[src/rtl/mips_pkg.sv]
// Shared encodings for the multicycle MIPS controller: FSM states, opcode/funct fields, ALU codes.
package mips_pkg;

  typedef enum logic [3:0] {
    S_FETCH  = 4'd0,
    S_DECODE = 4'd1,
    S_MEMADR = 4'd2,
    S_MEMRD  = 4'd3,
    S_MEMWB  = 4'd4,
    S_MEMWR  = 4'd5,
    S_EXEC   = 4'd6,
    S_ALUWB  = 4'd7,
    S_BRANCH = 4'd8,
    S_ADDIEX = 4'd9,
    S_ADDIWB = 4'd10,
    S_JUMP   = 4'd11,
    S_ERROR  = 4'd12
  } state_e;

  localparam logic [5:0] OP_RTYPE = 6'b000000;
  localparam logic [5:0] OP_J     = 6'b000010;
  localparam logic [5:0] OP_BEQ   = 6'b000100;
  localparam logic [5:0] OP_ADDI  = 6'b001000;
  localparam logic [5:0] OP_LW    = 6'b100011;
  localparam logic [5:0] OP_SW    = 6'b101011;

  localparam logic [5:0] FN_ADD = 6'b100000;
  localparam logic [5:0] FN_SUB = 6'b100010;
  localparam logic [5:0] FN_AND = 6'b100100;
  localparam logic [5:0] FN_OR  = 6'b100101;
  localparam logic [5:0] FN_SLT = 6'b101010;

  localparam logic [2:0] ALU_AND = 3'b000;
  localparam logic [2:0] ALU_OR  = 3'b001;
  localparam logic [2:0] ALU_ADD = 3'b010;
  localparam logic [2:0] ALU_SUB = 3'b110;
  localparam logic [2:0] ALU_SLT = 3'b111;

endpackage

[src/rtl/mips_alu_dec.sv]
// R-type funct to ALU control decode; purely combinational, valid_o low for unsupported funct.
module mips_alu_dec
  import mips_pkg::*;
(
  input  logic [5:0] funct_i,
  output logic [2:0] alu_ctrl_o,
  output logic       valid_o
);

  always_comb begin
    alu_ctrl_o = ALU_AND;
    valid_o    = 1'b1;
    case (funct_i)
      FN_ADD:  alu_ctrl_o = ALU_ADD;
      FN_SUB:  alu_ctrl_o = ALU_SUB;
      FN_AND:  alu_ctrl_o = ALU_AND;
      FN_OR:   alu_ctrl_o = ALU_OR;
      FN_SLT:  alu_ctrl_o = ALU_SLT;
      default: valid_o    = 1'b0;
    endcase
  end

endmodule

[src/rtl/mips_mc_ctrl.sv]
// Multicycle MIPS control FSM with memory-wait timeout and sticky error; Moore outputs except pc_en/ir_write/err.
// Optional perf counters (cyc_cnt, instr_cnt) are built only with MIPS_MC_CTRL_PERF_EN defined.
module mips_mc_ctrl
  import mips_pkg::*;
#(
  parameter int WAIT_MAX = 15
) (
  input  logic       clk,
  input  logic       reset,
  input  logic [5:0] op,
  input  logic [5:0] funct,
  input  logic       zero,
  input  logic       mem_ready,
  output logic       mem_req,
  output logic       mem_we,
  output logic       iord,
  output logic       ir_write,
  output logic       reg_write,
  output logic       reg_dst,
  output logic       mem_to_reg,
  output logic       alu_src_a,
  output logic       pc_en,
  output logic [1:0] alu_src_b,
  output logic [1:0] pc_src,
  output logic [2:0] alu_ctrl,
  output logic [3:0] state,
  output logic       err
`ifdef MIPS_MC_CTRL_PERF_EN
  ,
  output logic [31:0] cyc_cnt,
  output logic [31:0] instr_cnt
`endif
);

  localparam int WW = (WAIT_MAX < 1) ? 1 : $clog2(WAIT_MAX + 1);

  state_e        state_q, state_d;
  logic [WW-1:0] wait_q, wait_d;
  logic          err_q;
  logic          quiet_q;
  logic          timeout;
  logic [2:0]    dec_ctrl;
  logic          dec_ok;

  mips_alu_dec u_alu_dec (
    .funct_i    (funct),
    .alu_ctrl_o (dec_ctrl),
    .valid_o    (dec_ok)
  );

  always_comb begin
    state_d    = state_q;
    wait_d     = wait_q;
    mem_req    = 1'b0;
    mem_we     = 1'b0;
    iord       = 1'b0;
    ir_write   = 1'b0;
    reg_write  = 1'b0;
    reg_dst    = 1'b0;
    mem_to_reg = 1'b0;
    alu_src_a  = 1'b0;
    pc_en      = 1'b0;
    alu_src_b  = 2'b00;
    pc_src     = 2'b00;
    alu_ctrl   = ALU_AND;
    timeout    = (wait_q == WW'(WAIT_MAX)) && !mem_ready;

    case (state_q)
      S_FETCH: begin
        alu_src_b = 2'b01;
        alu_ctrl  = ALU_ADD;
        // The cycle right after reset keeps every strobe quiet before the first fetch.
        if (!quiet_q) begin
          mem_req = 1'b1;
          if (mem_ready) begin
            ir_write = 1'b1;
            pc_en    = 1'b1;
            state_d  = S_DECODE;
          end else if (timeout) begin
            state_d = S_ERROR;
          end
        end
      end
      S_DECODE: begin
        alu_src_b = 2'b11;
        alu_ctrl  = ALU_ADD;
        case (op)
          OP_LW, OP_SW: state_d = S_MEMADR;
          OP_RTYPE:     state_d = S_EXEC;
          OP_BEQ:       state_d = S_BRANCH;
          OP_ADDI:      state_d = S_ADDIEX;
          OP_J:         state_d = S_JUMP;
          default:      state_d = S_ERROR;
        endcase
      end
      S_MEMADR: begin
        alu_src_a = 1'b1;
        alu_src_b = 2'b10;
        alu_ctrl  = ALU_ADD;
        state_d   = (op == OP_LW) ? S_MEMRD : S_MEMWR;
      end
      S_MEMRD: begin
        mem_req = 1'b1;
        iord    = 1'b1;
        if (mem_ready)    state_d = S_MEMWB;
        else if (timeout) state_d = S_ERROR;
      end
      S_MEMWR: begin
        mem_req = 1'b1;
        mem_we  = 1'b1;
        iord    = 1'b1;
        if (mem_ready)    state_d = S_FETCH;
        else if (timeout) state_d = S_ERROR;
      end
      S_MEMWB: begin
        reg_write  = 1'b1;
        mem_to_reg = 1'b1;
        state_d    = S_FETCH;
      end
      S_EXEC: begin
        alu_src_a = 1'b1;
        alu_ctrl  = dec_ctrl;
        state_d   = dec_ok ? S_ALUWB : S_ERROR;
      end
      S_ALUWB: begin
        reg_write = 1'b1;
        reg_dst   = 1'b1;
        state_d   = S_FETCH;
      end
      S_BRANCH: begin
        alu_src_a = 1'b1;
        alu_ctrl  = ALU_SUB;
        pc_src    = 2'b01;
        pc_en     = zero;
        state_d   = S_FETCH;
      end
      S_ADDIEX: begin
        alu_src_a = 1'b1;
        alu_src_b = 2'b10;
        alu_ctrl  = ALU_ADD;
        state_d   = S_ADDIWB;
      end
      S_ADDIWB: begin
        reg_write = 1'b1;
        state_d   = S_FETCH;
      end
      S_JUMP: begin
        pc_src  = 2'b10;
        pc_en   = 1'b1;
        state_d = S_FETCH;
      end
      default: state_d = S_ERROR;
    endcase

    // Counter restarts whenever a new state is entered; only the memory states can hold.
    if (state_d != state_q)          wait_d = '0;
    else if (mem_req && !mem_ready)  wait_d = wait_q + 1'b1;
  end

  always_ff @(posedge clk) begin
    if (reset) begin
      state_q <= S_FETCH;
      wait_q  <= '0;
      err_q   <= 1'b0;
      quiet_q <= 1'b1;
    end else begin
      state_q <= state_d;
      wait_q  <= wait_d;
      err_q   <= err_q | (state_d == S_ERROR);
      quiet_q <= 1'b0;
    end
  end

  assign state = state_q;
  assign err   = err_q;

`ifdef MIPS_MC_CTRL_PERF_EN
  logic [31:0] cyc_q, instr_q;

  always_ff @(posedge clk) begin
    if (reset) begin
      cyc_q   <= '0;
      instr_q <= '0;
    end else begin
      if (state_q != S_ERROR)                          cyc_q   <= cyc_q + 32'd1;
      if (state_d == S_FETCH && state_q != S_FETCH)    instr_q <= instr_q + 32'd1;
    end
  end

  assign cyc_cnt   = cyc_q;
  assign instr_cnt = instr_q;
`endif

endmodule

[config.mk]
export PLATFORM = sky130hd
export DESIGN_NAME = mips_mc_ctrl
export DESIGN_NICKNAME = d
export VERILOG_FILES = /design/src/rtl/mips_pkg.sv /design/src/rtl/mips_alu_dec.sv /design/src/rtl/mips_mc_ctrl.sv
export SDC_FILE = /design/constraint.sdc
export NUM_CORES = 1
export LEC_CHECK = 0
export BUFFER_PORTS_ARGS = -buffer_cell sky130_fd_sc_hd__buf_2
export CAP_MARGIN = 15
export CORE_MARGIN = 2
export CORE_UTILIZATION = 45
export CTS_CLUSTER_DIAMETER = 40
export CTS_CLUSTER_SIZE = 40
export DETAILED_ROUTE_END_ITERATION = 8
export PLACE_DENSITY = 0.83
export SLEW_MARGIN = 20
export SYNTH_ARGS = -nofsm -noshare
export SYNTH_HDL_FRONTEND = slang
export SYNTH_SLANG_ARGS = --single-unit
[constraint.sdc]
create_clock -name clk -period 1.7 [get_ports clk]
set_input_delay 0.255 -clock clk [delete_from_list [all_inputs] [get_ports clk]]
set_output_delay 0.255 -clock clk [all_outputs]
set_load 0.01 [all_outputs]
==> metrics.cfg <==
[outcome]
result_of_the_run=finished with violations
failing_checks=negative setup slack

[placement]
portbufs=36
gp_congestion=0.885
placed_cells_incl_taps=225
dp_worst_setup_slack_ns=-0.165
post_detailed_placement_half_perimeter_wirelength_mm=2.77

[die]
fp.dieArea_sq_um=2840
floorplan.initialDensity=0.484
coreArea_sq_um=2250
design.portCount=37
die-height_um=53.3
num_rows=17
die_width_um=53.3

[logic_synthesis]
synth_flop_cell=dfxtp_1
synth-seq-cells=10
synth_edf_count=0
synth_warnings=0
synth-async-reset-ratio=0
netlist-cell-type-count=62
synthesis.instances=141
synthesis.area_sq_um=1090
ys_seq_area_frac=0.183
syn-num-nets=158
synthesis.area_per_instance_sq_um=7.75

[clocking]
post_cts_hold_buffer_count=0
cts.htree.levels=1
clkTransAtPathRegs_ns=0.07
clock_root_buffer=clkbuf_4
numCtsBuffers=3
worst_skew_pair.late_latency_ns=0.26
cts_sinks=10
cts_tree=done
clock_tree.buffer_depth=2

[setup_path]
worst-endpoint-required_ns=1.86
timing.critical_path.slowest_cell_delay_ns=0.32
cp_max_fo=5
slowest_cell_on_the_critical_path=dfxtp_1
endpoint_kind=flop
setup.worst_path.class=flop to flop
cp-start-kind=flop
critical_path.cell_chain=ha_1 > a31oi_2 > nand2_1 > a21boi_1 > a211oi_2 > nor4_1
arrival_time_of_the_worst_setup_path_ns=1.95

[pwr]
leakagePower_nw=0.806
post-layout-total-power_w=0.000771
p_per_area_nw_per_um2=427
irDropWorstVdd_mv=0.594

[timing]
finalCritPeriodShare=1.05
grt_setup_unrepaired=true
maxSlewViolCount=0
max_slew_margin=0.756
finalSetupViolCount=9
finalHoldViolCount=0
period_needed_ns=1.78
fin_worst_hold_slack_ns=0.219
fmax_mhz=560
worst_slew_pin_slew_ns=0.363
final.setup_skew_ns=0.00863
setup_ws_ns=-0.0847

[routing]
avgRoutedWirePerCell_um=19.0
wl_mm=4.63
via_count=1579
drtIter0Drc=90
first_pass_iters=4
drcViolationCount=0
viasPerCell=6.47
ant_nets=0

[final_layout]
layout-area-overhead-vs-synth_pct=65.4
drive_gt1_frac=0.574
mostFrequentLayoutCells=35 x buf_2, 32 x buf_4, 16 x nor2_1
multi_input_comb_area_sq_um=943
fillCellCount=135
layout_commonest_cell=buf_2
antenna_cells_inserted=0
area.sequential_sq_um=215
final_cells=244
finalNetCount=234

[global_routing]
antenna_found_initial=0
vias_in_the_first_global_route=1323
grt_pass1_wl_mm=5.93
grt_util_all_layers=0.290
maximum_number_of_pins_on_one_net_before_global_route_repair=15
global_route.overflow_total=0

[flow_run]
drv.max_cap_violation_count=0

[worst_hold_path]
holdCritPathClass=input port to flop

cell families after synthesis:
kind of cell,after synthesis,synth area share
muxes,3,0.0321
adders and majority gates,1,0.0115
and+or+nand+nor,66,0.354
DFF,10,0.183
xor gates and xnor gates,5,0.0401
buffers and inverters,15,0.0687
AOI/OAI and AO/OA,41,0.310
synthesized netlist by cell type (3+ instances only):
library cell / count / share of area
buf_2: 3 / 0.014
nor4_1: 8 / 0.046
a21oi_1: 7 / 0.032
nor3_1: 4 / 0.018
dfxtp_1: 10 / 0.18
a31oi_1: 4 / 0.023
o21ai_0: 4 / 0.018
nand3_1: 5 / 0.023
nand2_1: 7 / 0.024
inv_1: 5 / 0.017
nor2_1: 18 / 0.062
xnor2_1: 3 / 0.024
sequential cells by signal, indices dropped and copies added (netlist names):
register / count
wait_q: 4
state: 4
quiet_q: 1
err: 1
worst max-delay path: cells and delay by family (launching register included):
family	cells	cell delay [ns]
AND/OR/NAND/NOR	2	0.39
adder cells (fa/ha/maj)	1	0.26
AO/OA/AOI/OAI	3	0.72
flip-flops	1	0.32
power breakdown:
group / internal [W] / total [W] / leakage [nW] / switching [W]
clock network: 0.000130 / 0.000211 / 0.0210 / 0.0000808
registers: 0.000237 / 0.000253 / 0.0843 / 0.0000158
logic: 0.000147 / 0.000307 / 0.701 / 0.000161
per-layer routing:
metal / up-vias / GRT usage / routed length [um]
li1: 696 / - / -
met1: 735 / 0.355 / 1730
met2: 122 / 0.504 / 2150
met3: 26 / 0.0395 / 475
met4: 0 / 0.115 / 274
met5: - / 0 / 0
area by class of cell:
cell class                      instances  share of cell area
Multi-Input combinational cell        116               0.522
Timing Repair Buffer                   79               0.305
Sequential cell                        10               0.119
Clock buffer                            4              0.0201
Tap cell                               28              0.0194
Inverter                                7              0.0145
worst paths after layout:
kind	slack, ns	depth (start not counted)	start	end
max	-0.08	6	wait_q[0]	wait_q[3]
min	0.22	1	reset	quiet_q
max reg2reg	-0.08	6	wait_q[0]	wait_q[3]
min reg2reg	0.47	2	err	err
metrics by stage:
stage               cell area (sq um)   util  TNS [ns]
global placement                 1480  0.654    -0.391
global route                     1810  0.801    -0.781
floorplan                        1100      -         0
detailed placement               1480  0.654    -0.751
CTS                              1650  0.731   -0.0686
finish                           1810  0.801    -0.338
what timing repair did:
| item | CTS | global route |
|---|---|---|
| resized for setup | 25 | 22 |
| buffers inserted | 7 | 8 |
| gates cloned | 0 | 0 |
| pin swaps | 12 | 10 |
| setup endpoints to repair | 17 | 12 |
| hold endpoints to repair | 0 | 0 |
Power figures use the tool's default switching activity.
